`src/rtl/ulpi_link_sched.sv`:
```
// Link-side ULPI bus scheduler: arbitrates packet transmit vs PHY register
// access and drives TX CMD, nxt-paced data, stp, turnaround and abort.
module ulpi_link_sched #(
  parameter int REG_TIMEOUT = 255
) (
  input  logic       clk,
  input  logic       rst,
  input  logic       ulpi_dir,
  input  logic       ulpi_nxt,
  output logic       ulpi_stp,
  output logic [7:0] ulpi_tx_data,
  input  logic [7:0] ulpi_rx_data,
  input  logic       tx_tvalid,
  output logic       tx_tready,
  input  logic [7:0] tx_tdata,
  input  logic       tx_tlast,
  output logic       tx_abort,
  input  logic       reg_req,
  input  logic       reg_we,
  input  logic [5:0] reg_addr,
  input  logic [7:0] reg_wdata,
  output logic       reg_ack,
  output logic [7:0] reg_rdata,
  output logic       reg_err,
  output logic       busy,
  output logic [3:0] dbg_state
);

  // Handshake: a packet beat transfers on a clock edge where tx_tvalid and
  // tx_tready are both high; a register request is held until reg_ack/reg_err.

  localparam int TW = $clog2(REG_TIMEOUT + 1);

  typedef enum logic [3:0] {
    S_IDLE    = 4'd0,
    S_TXCMD   = 4'd1,
    S_TXDATA  = 4'd2,
    S_TXSTP   = 4'd3,
    S_TXDRAIN = 4'd4,
    S_RWCMD   = 4'd5,
    S_RWDATA  = 4'd6,
    S_RWSTP   = 4'd7,
    S_RRCMD   = 4'd8,
    S_RRTURN  = 4'd9,
    S_RRDATA  = 4'd10
  } state_t;

  // Interrupted ops resume through IDLE so the turnaround rule gates the retry.
  typedef enum logic [1:0] {
    R_NONE = 2'd0,
    R_PKT  = 2'd1,
    R_RW   = 2'd2,
    R_RR   = 2'd3
  } resume_t;

  state_t        state, state_nx;
  resume_t       resume, resume_nx;
  logic          last_grant, last_grant_nx;  // 1 = packet path was last granted
  logic          dir_q;
  logic [TW-1:0] tmo_cnt;
  logic          start_ok, accept, reg_wait, tmo_fire, rd_done;

  assign start_ok = !ulpi_dir && !dir_q;
  assign accept   = ulpi_nxt && !ulpi_dir;
  assign reg_wait = (state == S_RWCMD || state == S_RWDATA ||
                     state == S_RRCMD || state == S_RRTURN) &&
                    !ulpi_dir && !ulpi_nxt;
  assign tmo_fire = reg_wait && (tmo_cnt == TW'(REG_TIMEOUT - 1));
  assign rd_done  = (state == S_RRDATA) && ulpi_dir && !ulpi_nxt;

  // State register
  always_ff @(posedge clk or negedge rst) begin
    if (!rst) begin
      state      <= S_IDLE;
      resume     <= R_NONE;
      last_grant <= 1'b0;
    end else begin
      state      <= state_nx;
      resume     <= resume_nx;
      last_grant <= last_grant_nx;
    end
  end

  // Next-state logic
  always_comb begin
    state_nx      = state;
    resume_nx     = resume;
    last_grant_nx = last_grant;
    case (state)
      S_IDLE: begin
        if (start_ok) begin
          if (resume != R_NONE) begin
            resume_nx = R_NONE;
            case (resume)
              R_PKT:   state_nx = S_TXCMD;
              R_RW:    state_nx = S_RWCMD;
              default: state_nx = S_RRCMD;
            endcase
          end else if (reg_req && (!tx_tvalid || last_grant)) begin
            state_nx      = reg_we ? S_RWCMD : S_RRCMD;
            last_grant_nx = 1'b0;
          end else if (tx_tvalid) begin
            state_nx      = S_TXCMD;
            last_grant_nx = 1'b1;
          end
        end
      end
      S_TXCMD: begin
        if (ulpi_dir) begin
          state_nx  = S_IDLE;
          resume_nx = R_PKT;
        end else if (accept && tx_tvalid) begin
          state_nx = tx_tlast ? S_TXSTP : S_TXDATA;
        end
      end
      S_TXDATA: begin
        if (ulpi_dir)                          state_nx = S_TXDRAIN;
        else if (accept && tx_tvalid && tx_tlast) state_nx = S_TXSTP;
      end
      S_TXSTP:   state_nx = S_IDLE;
      S_TXDRAIN: if (tx_tvalid && tx_tlast) state_nx = S_IDLE;
      S_RWCMD, S_RWDATA: begin
        if (ulpi_dir) begin
          state_nx  = S_IDLE;
          resume_nx = R_RW;
        end else if (tmo_fire) begin
          state_nx = S_IDLE;
        end else if (accept) begin
          state_nx = (state == S_RWCMD) ? S_RWDATA : S_RWSTP;
        end
      end
      S_RWSTP: state_nx = S_IDLE;
      S_RRCMD: begin
        if (ulpi_dir) begin
          state_nx  = S_IDLE;
          resume_nx = R_RR;
        end else if (tmo_fire) begin
          state_nx = S_IDLE;
        end else if (accept) begin
          state_nx = S_RRTURN;
        end
      end
      S_RRTURN: begin
        if (ulpi_dir && ulpi_nxt) begin
          state_nx  = S_IDLE;
          resume_nx = R_RR;
        end else if (ulpi_dir) begin
          state_nx = S_RRDATA;
        end else if (tmo_fire) begin
          state_nx = S_IDLE;
        end
      end
      S_RRDATA: begin
        state_nx = S_IDLE;
        if (!rd_done) resume_nx = R_RR;
      end
      default: state_nx = S_IDLE;
    endcase
  end

  // Output logic
  always_comb begin
    ulpi_tx_data = 8'h00;
    ulpi_stp     = 1'b0;
    tx_tready    = 1'b0;
    busy         = (state != S_IDLE);
    dbg_state    = state;
    if (!ulpi_dir) begin
      case (state)
        S_TXCMD:  ulpi_tx_data = 8'h40 | {4'h0, tx_tdata[3:0]};
        S_TXDATA: ulpi_tx_data = tx_tdata;
        S_RWCMD:  ulpi_tx_data = 8'h80 | {2'b00, reg_addr};
        S_RWDATA: ulpi_tx_data = reg_wdata;
        S_RRCMD:  ulpi_tx_data = 8'hC0 | {2'b00, reg_addr};
        default:  ulpi_tx_data = 8'h00;
      endcase
      ulpi_stp = (state == S_TXSTP) || (state == S_RWSTP);
    end
    case (state)
      S_TXCMD, S_TXDATA: tx_tready = accept;
      S_TXDRAIN:         tx_tready = 1'b1;
      default:           tx_tready = 1'b0;
    endcase
  end

  // Timeout counter: counts only idle wait cycles of a register op
  always_ff @(posedge clk or negedge rst) begin
    if (!rst)                       tmo_cnt <= '0;
    else if (reg_wait && !tmo_fire) tmo_cnt <= tmo_cnt + 1'b1;
    else                            tmo_cnt <= '0;
  end

  always_ff @(posedge clk or negedge rst) begin
    if (!rst) begin
      dir_q     <= 1'b0;
      reg_ack   <= 1'b0;
      reg_err   <= 1'b0;
      tx_abort  <= 1'b0;
      reg_rdata <= 8'h00;
    end else begin
      dir_q    <= ulpi_dir;
      reg_ack  <= (state == S_RWSTP) || rd_done;
      reg_err  <= tmo_fire;
      tx_abort <= (state == S_TXDATA) && ulpi_dir;
      if (rd_done) reg_rdata <= ulpi_rx_data;
    end
  end

endmodule
```
`config.mk`:
```
export PLATFORM = sky130hd
export DESIGN_NAME = ulpi_link_sched
export DESIGN_NICKNAME = d
export VERILOG_FILES = /design/src/rtl/ulpi_link_sched.sv
export SDC_FILE = /design/constraint.sdc
export NUM_CORES = 1
export LEC_CHECK = 0
export ABC_AREA = 1
export BUFFER_PORTS_ARGS = -buffer_cell sky130_fd_sc_hd__clkbuf_2
export CORE_MARGIN = 5
export CORE_UTILIZATION = 53
export DETAILED_ROUTE_END_ITERATION = 16
export GPL_TIMING_DRIVEN = 1
export MAX_ROUTING_LAYER = met4
export PLACE_DENSITY = 0.84
export SYNTH_ARGS = -nofsm -noshare
export SYNTH_HDL_FRONTEND = slang
export SYNTH_SLANG_ARGS = --single-unit
```
`constraint.sdc`:
```
create_clock -name clk -period 4.1 [get_ports clk]
set_input_delay 0.205 -clock clk [delete_from_list [all_inputs] [get_ports clk]]
set_output_delay 0.205 -clock clk [all_outputs]
set_load 0.005 [all_outputs]
```
Word-level counts from Yosys, hierarchy flattened
Index checks and enable logic that the tools add are counted.

storage, ports and cells
  bits in writable memories = 0
  bits of input ports = 38
  word-level logic and storage cells = 111
  output and inout port bits = 26
  bits in read-only memories = 0
  register bits after elaboration = 27
  memories = 0
  bits in latches = 0

cells by class
  reductions and logical operators = 35
  multiplexer cells = 38
  multiply operators = 0
  magnitude comparators = 0
  bitwise operators = 1
  eq/ne operators = 27
  shift operators = 0
  add/subtract/negate cells = 1
  div/mod/pow operators = 0

operator list
  cell                                                    count
  two-way mux 4 bit                                       19
  case mux 8 bit (5 select lines)                         1
  case mux 4 bit (7 select lines)                         1
  == test 4 x 3 -> 1 bit (second input constant)          4
  two-way mux 8 bit                                       2
  AND reduction 8 bit                                     2
  logical AND 1 bit                                       14
  two-way mux 2 bit                                       7
  inequality test 2 bit (second input constant)           7
  == test 4 bit (second input constant)                   3
  inequality test 4 bit (second input constant)           3
  case mux 2 bit (6 select lines)                         1
  adder 8 x 1 -> 8 bit (second input constant)            1
  == test 4 x 2 -> 1 bit (second input constant)          2
  == test 8 bit (second input constant)                   1
  case mux 4 bit (2 select lines)                         1
  logical OR 1 bit                                        6
  inequality test 3 bit (second input constant)           2
  nonzero test 6 bit                                      1
  logical NOT 1 bit                                       5
  two-way mux 1 bit                                       5
  == test 4 x 1 -> 1 bit (second input constant)          1
  logical NOT 4 bit                                       1
  inequality test 4 x 3 -> 1 bit (second input constant)  1
  9 further kinds                                         11

Longest topological paths before layout
  word-level depth = 11
  depth in mapped cells = 11
  gate-level depth less buffers = 11

Worst setup path after synthesis
Ideal clock, no wire load.

  kind = flip-flop to flip-flop
  start = register state[3], in the netlist dbg_state[3]
  end = register state[3], in the netlist dbg_state[3]
  library setup time = 0.118 ns
  cell stages (with the launch flop) = 9
  path buffers = 0
  setup slack = 2.651 ns
  clock period less this slack = 1.449 ns
  data arrival time = 1.332 ns
  data required time = 3.982 ns
  cells stage by stage = dfrtp_1 -> nor2_2 -> nand2_1 -> nand3_2 -> nand3_2 -> nand3_2 -> nand3_2 -> nand2_1 -> nand2_1

between the ends
  longest elaborated chain between the ends = 10
  elaborated cells between the ends (all ways) = 29
  classes of those cells = eq/ne (15); mux (5); reduce/logical (9)

RTL lines
  what                                  line      source
  start: declaration                    56        state_t state, state_nx;
  start signal: assignment              78        state <= state_nx;
  == test 4 x 3 -> 1 bit                65, 89
  logical OR 1 bit (2 in series)        65        assign reg_wait = (state == S_RWCMD || state == S_RWDATA ||
  logical OR 1 bit                      66        state == S_RRCMD || state == S_RRTURN) &&
  logical AND 1 bit                     66
  logical AND 1 bit                     67        !ulpi_dir && !ulpi_nxt;
  logical AND 1 bit                     68        assign tmo_fire = reg_wait && (tmo_cnt == TW'(REG_TIMEOUT - 1));
  two-way mux 4 bit (on tied branches)  137, 126
  two-way mux 4 bit (on tied branches)  134, 123
  case mux 4 bit (7 select lines)       89        case (state)

Parallel ways exist; a longest one is shown, timed or not.
A chain may end at the register's enable or synchronous reset.

Final worst setup path
  start = register state[1], in the netlist dbg_state[1]
  end = output port ulpi_tx_data[1]

between the ends
  longest elaborated chain between the ends = 3
  elaborated cells between the ends (all ways) = 7
  classes of those cells = eq/ne (5); mux (2)

RTL lines
  what                                   line  source
  == test 4 bit (tied with other cells)  169   case (state)
  case mux 8 bit (5 select lines) (*)    169
  two-way mux 8 bit (*)                  168   if (!ulpi_dir) begin
  end: declaration                       11    output logic [7:0] ulpi_tx_data,

Every way passes the cells marked *; elsewhere a longest branch is shown, timed or not.

==> flow_summary.toml <==
[critical_path]
criticalPathCategory = "reg -> out"
crit_path_max_fanout = 7
worst-path-buf-inv = 2
crit_chain = "nor2_1 > nand2_1 > nand2_1 > nand2_1 > nand3_1 > nand2_1 > inv_1 > clkbuf_2"
cpPeakStageDelay_ns = 0.49
worst_path_max_delay_cell = "dfrtp_1"
crit_required_ns = 3.89
cp.arrival_ns = 1.97
cp_common_cell = "nand2_1"
startpoint_type = "register"
crit_family = "simple AND/OR/NAND/NOR gates"
critPathCaptureType = "output pin"

[floorplanning]
die-area_um2 = 4640
rows = 21
fp.coreArea_um2 = 3310
die_x_um = 68.1
io-pin-count = 64
chipHeight_um = 68.1
initial_core_util = 0.541

[synth]
yosys.area.top_type_share = 0.377
ys_seq_elements = 27
synth_nets = 291
synth_cell_types = 32
synth_warnings = 0
syn_avg_cell_area_um2 = 7.20
synth_area_leaders = "dfrtp_1 (38%), nand2_1 (18%), nand3_1 (6.1%)"
async_reset_ff_frac = 1.00
synth_edf_count = 0
syn_inst = 249
netlist_area_um2 = 1790
yosysTopAreaCell = "dfrtp_1"
ys_seq_area_frac = 0.377
ys.flop_type = "dfrtp_1"

[routing]
ant_nets = 0
dr.first_iter.drc_count = 86
wl_um = 4230
first_pass_iters = 4
wire_per_inst_um = 11.7
drc_errors = 0
vias_per_cell = 5.01
num_vias = 1808

[cts]
clk_pin_slew_ns = 0.15
cts_buffer_depth = 2
cts_tree = "done"
cts_sinks = 27
cts_root_buf = "clkbuf_4"
cts_setup_buffers = 0
htreeDepth = 1
cts_buffers = 3
clk-insertion-delay-late_ns = 0.34

[global_route]
grt_use_met3 = 0.0345
grt_max_degree = 28
use_met2 = 0.339
antenna_found_initial = 0
grt_pass1_vias = 1675
track_usage = 0.206
grt_use_met1 = 0.268
overflow = 0
grt_first_pass_wirelength_um = 7250
gr-max-usage-layer = "met2"

[sta]
tns_ns = 0
finalHoldViolCount = 0
skew_ns = 0.00160
setup_violations = 0
layout_min_cycle_time_ns = 2.18
rsz0062_at_grt = "false"
worstMarginPinSlew_ns = 0.644
timing.final.crit_share = 0.530
worst_slack_ns = 1.92
max-slew-margin-rel = 0.571
final_max_slew_viol_count = 0
clock.fmax_ghz = 0.460

[worst_hold_path]
hold_path_class = "in -> reg"

[outcome]
status = "finished, final reports clean"

[place]
gp_congestion = 1.03
io_buffers = 63
placed_cell_area_um2 = 2160
place_ws_ns = 2.30
dp_hpwl_um = 3460

[cells_and_area]
antenna_cells = 0
fin_nets = 358
syn_to_final_growth_pct = 22.6
utilization = 0.664
fin_area_um2 = 2200
layout-drive-gt1-share = 0.308

[power_and_ir_drop]
powerDensity_nw_per_um2 = 525
p_leak_nw = 1.27
peakVddDrop_v = 0.000198
power.total_mw = 1.15

[flow_run]
maxCapViolCount = 0
## placed cells by master, fill, tap and decap left out, drive strengths merged
cell type     n
o31ai         1
dlygate4sd3   1
nand4         1
and3          1
xnor2         1
ha            4
a221oi        1
xor2          2
or2           1
a41oi         1
mux2          8
a31oi         2
nor2         35
a21oi         8
nor3          4
a21boi        1
nand2        88
o21ai         3
dfrtp        27
inv          27
clkbuf       66
o211ai        1
nand3        28
nor3b         1
nand3b        2
## cells by family after synthesis
family | count (synthesis) | share of synthesized area
xor+xnor | 3 | 0.0147
compound gates | 18 | 0.0601
simple gates | 161 | 0.411
fa+ha+maj | 4 | 0.0279
flops | 27 | 0.377
mux | 8 | 0.0503
buf+inv | 28 | 0.0594
## synthesized netlist by cell type, types with 2 or more instances
cell type,n
nand2_1,84
ha_1,4
nor3_1,3
inv_2,3
o21ai_0,2
a21oi_1,8
dfrtp_1,27
nand2_2,4
nor2_4,2
nand3_1,22
xor2_1,2
mux2_2,8
inv_1,23
a31oi_1,2
nor2_2,5
nand3_2,6
nor2_1,28
nand3b_1,2
## sequential cells by signal, summed over array words and instances (netlist names)
name	flops
reg_rdata	8
tmo_cnt	8
dbg_state	4
resume	2
dir_q	1
last_grant	1
reg_ack	1
reg_err	1
tx_abort	1
## path summary, 6_finish.rpt
check / to / slack, ns / from / cells after the start
worst max-delay path: ulpi_tx_data[1] / 1.92 / dbg_state[1] / 8
worst min-delay path: reg_rdata[2] / 0.08 / ulpi_rx_data[2] / 2
worst max register to register: dbg_state[0] / 2.41 / dbg_state[3] / 8
worst min register to register: resume[0] / 0.52 / resume[0] / 2
max in group asynchronous: dir_q / 3.28 / rst / 2
min in group asynchronous: tmo_cnt[1] / 0.41 / rst / 2
## routing by layer
layer | share of wire | vias up
li1 | - | 935
met4 | 0.013 | 0
met5 | 0 | -
met3 | 0.080 | 7
met1 | 0.44 | 787
met2 | 0.46 | 79
## cell type report
cell class                 count  area (um^2)
clock buffer                   3         22.5
timing repair buffer          64          325
sequential                    27          676
inverter                      26         97.6
clock inverter                 1         8.76
fill                         321         1110
multi-input combinational    194         1010
tap                           46         57.6
## report_power, final
part | switching (mW) | internal [mW]
sequential | 0.0528 | 0.329
combinational | 0.395 | 0.252
clock | 0.0847 | 0.0399
total | 0.532 | 0.621
## metrics by stage
step / hold WS, ns / std cells
final: 0.0846 / 361
after global routing: 0.0726 / 361
after CTS: 0.0736 / 361
after detailed placement: 0.266 / 356
after global placement: 0.264 / 356
after floorplan: -0.0906 / 249
## timing repair
action	CTS	global route
gates resized for setup	0	0
endpoints found under the hold margin	27	0
hold buffers	1	0
No activity file was read; power rests on OpenSTA's default activity.
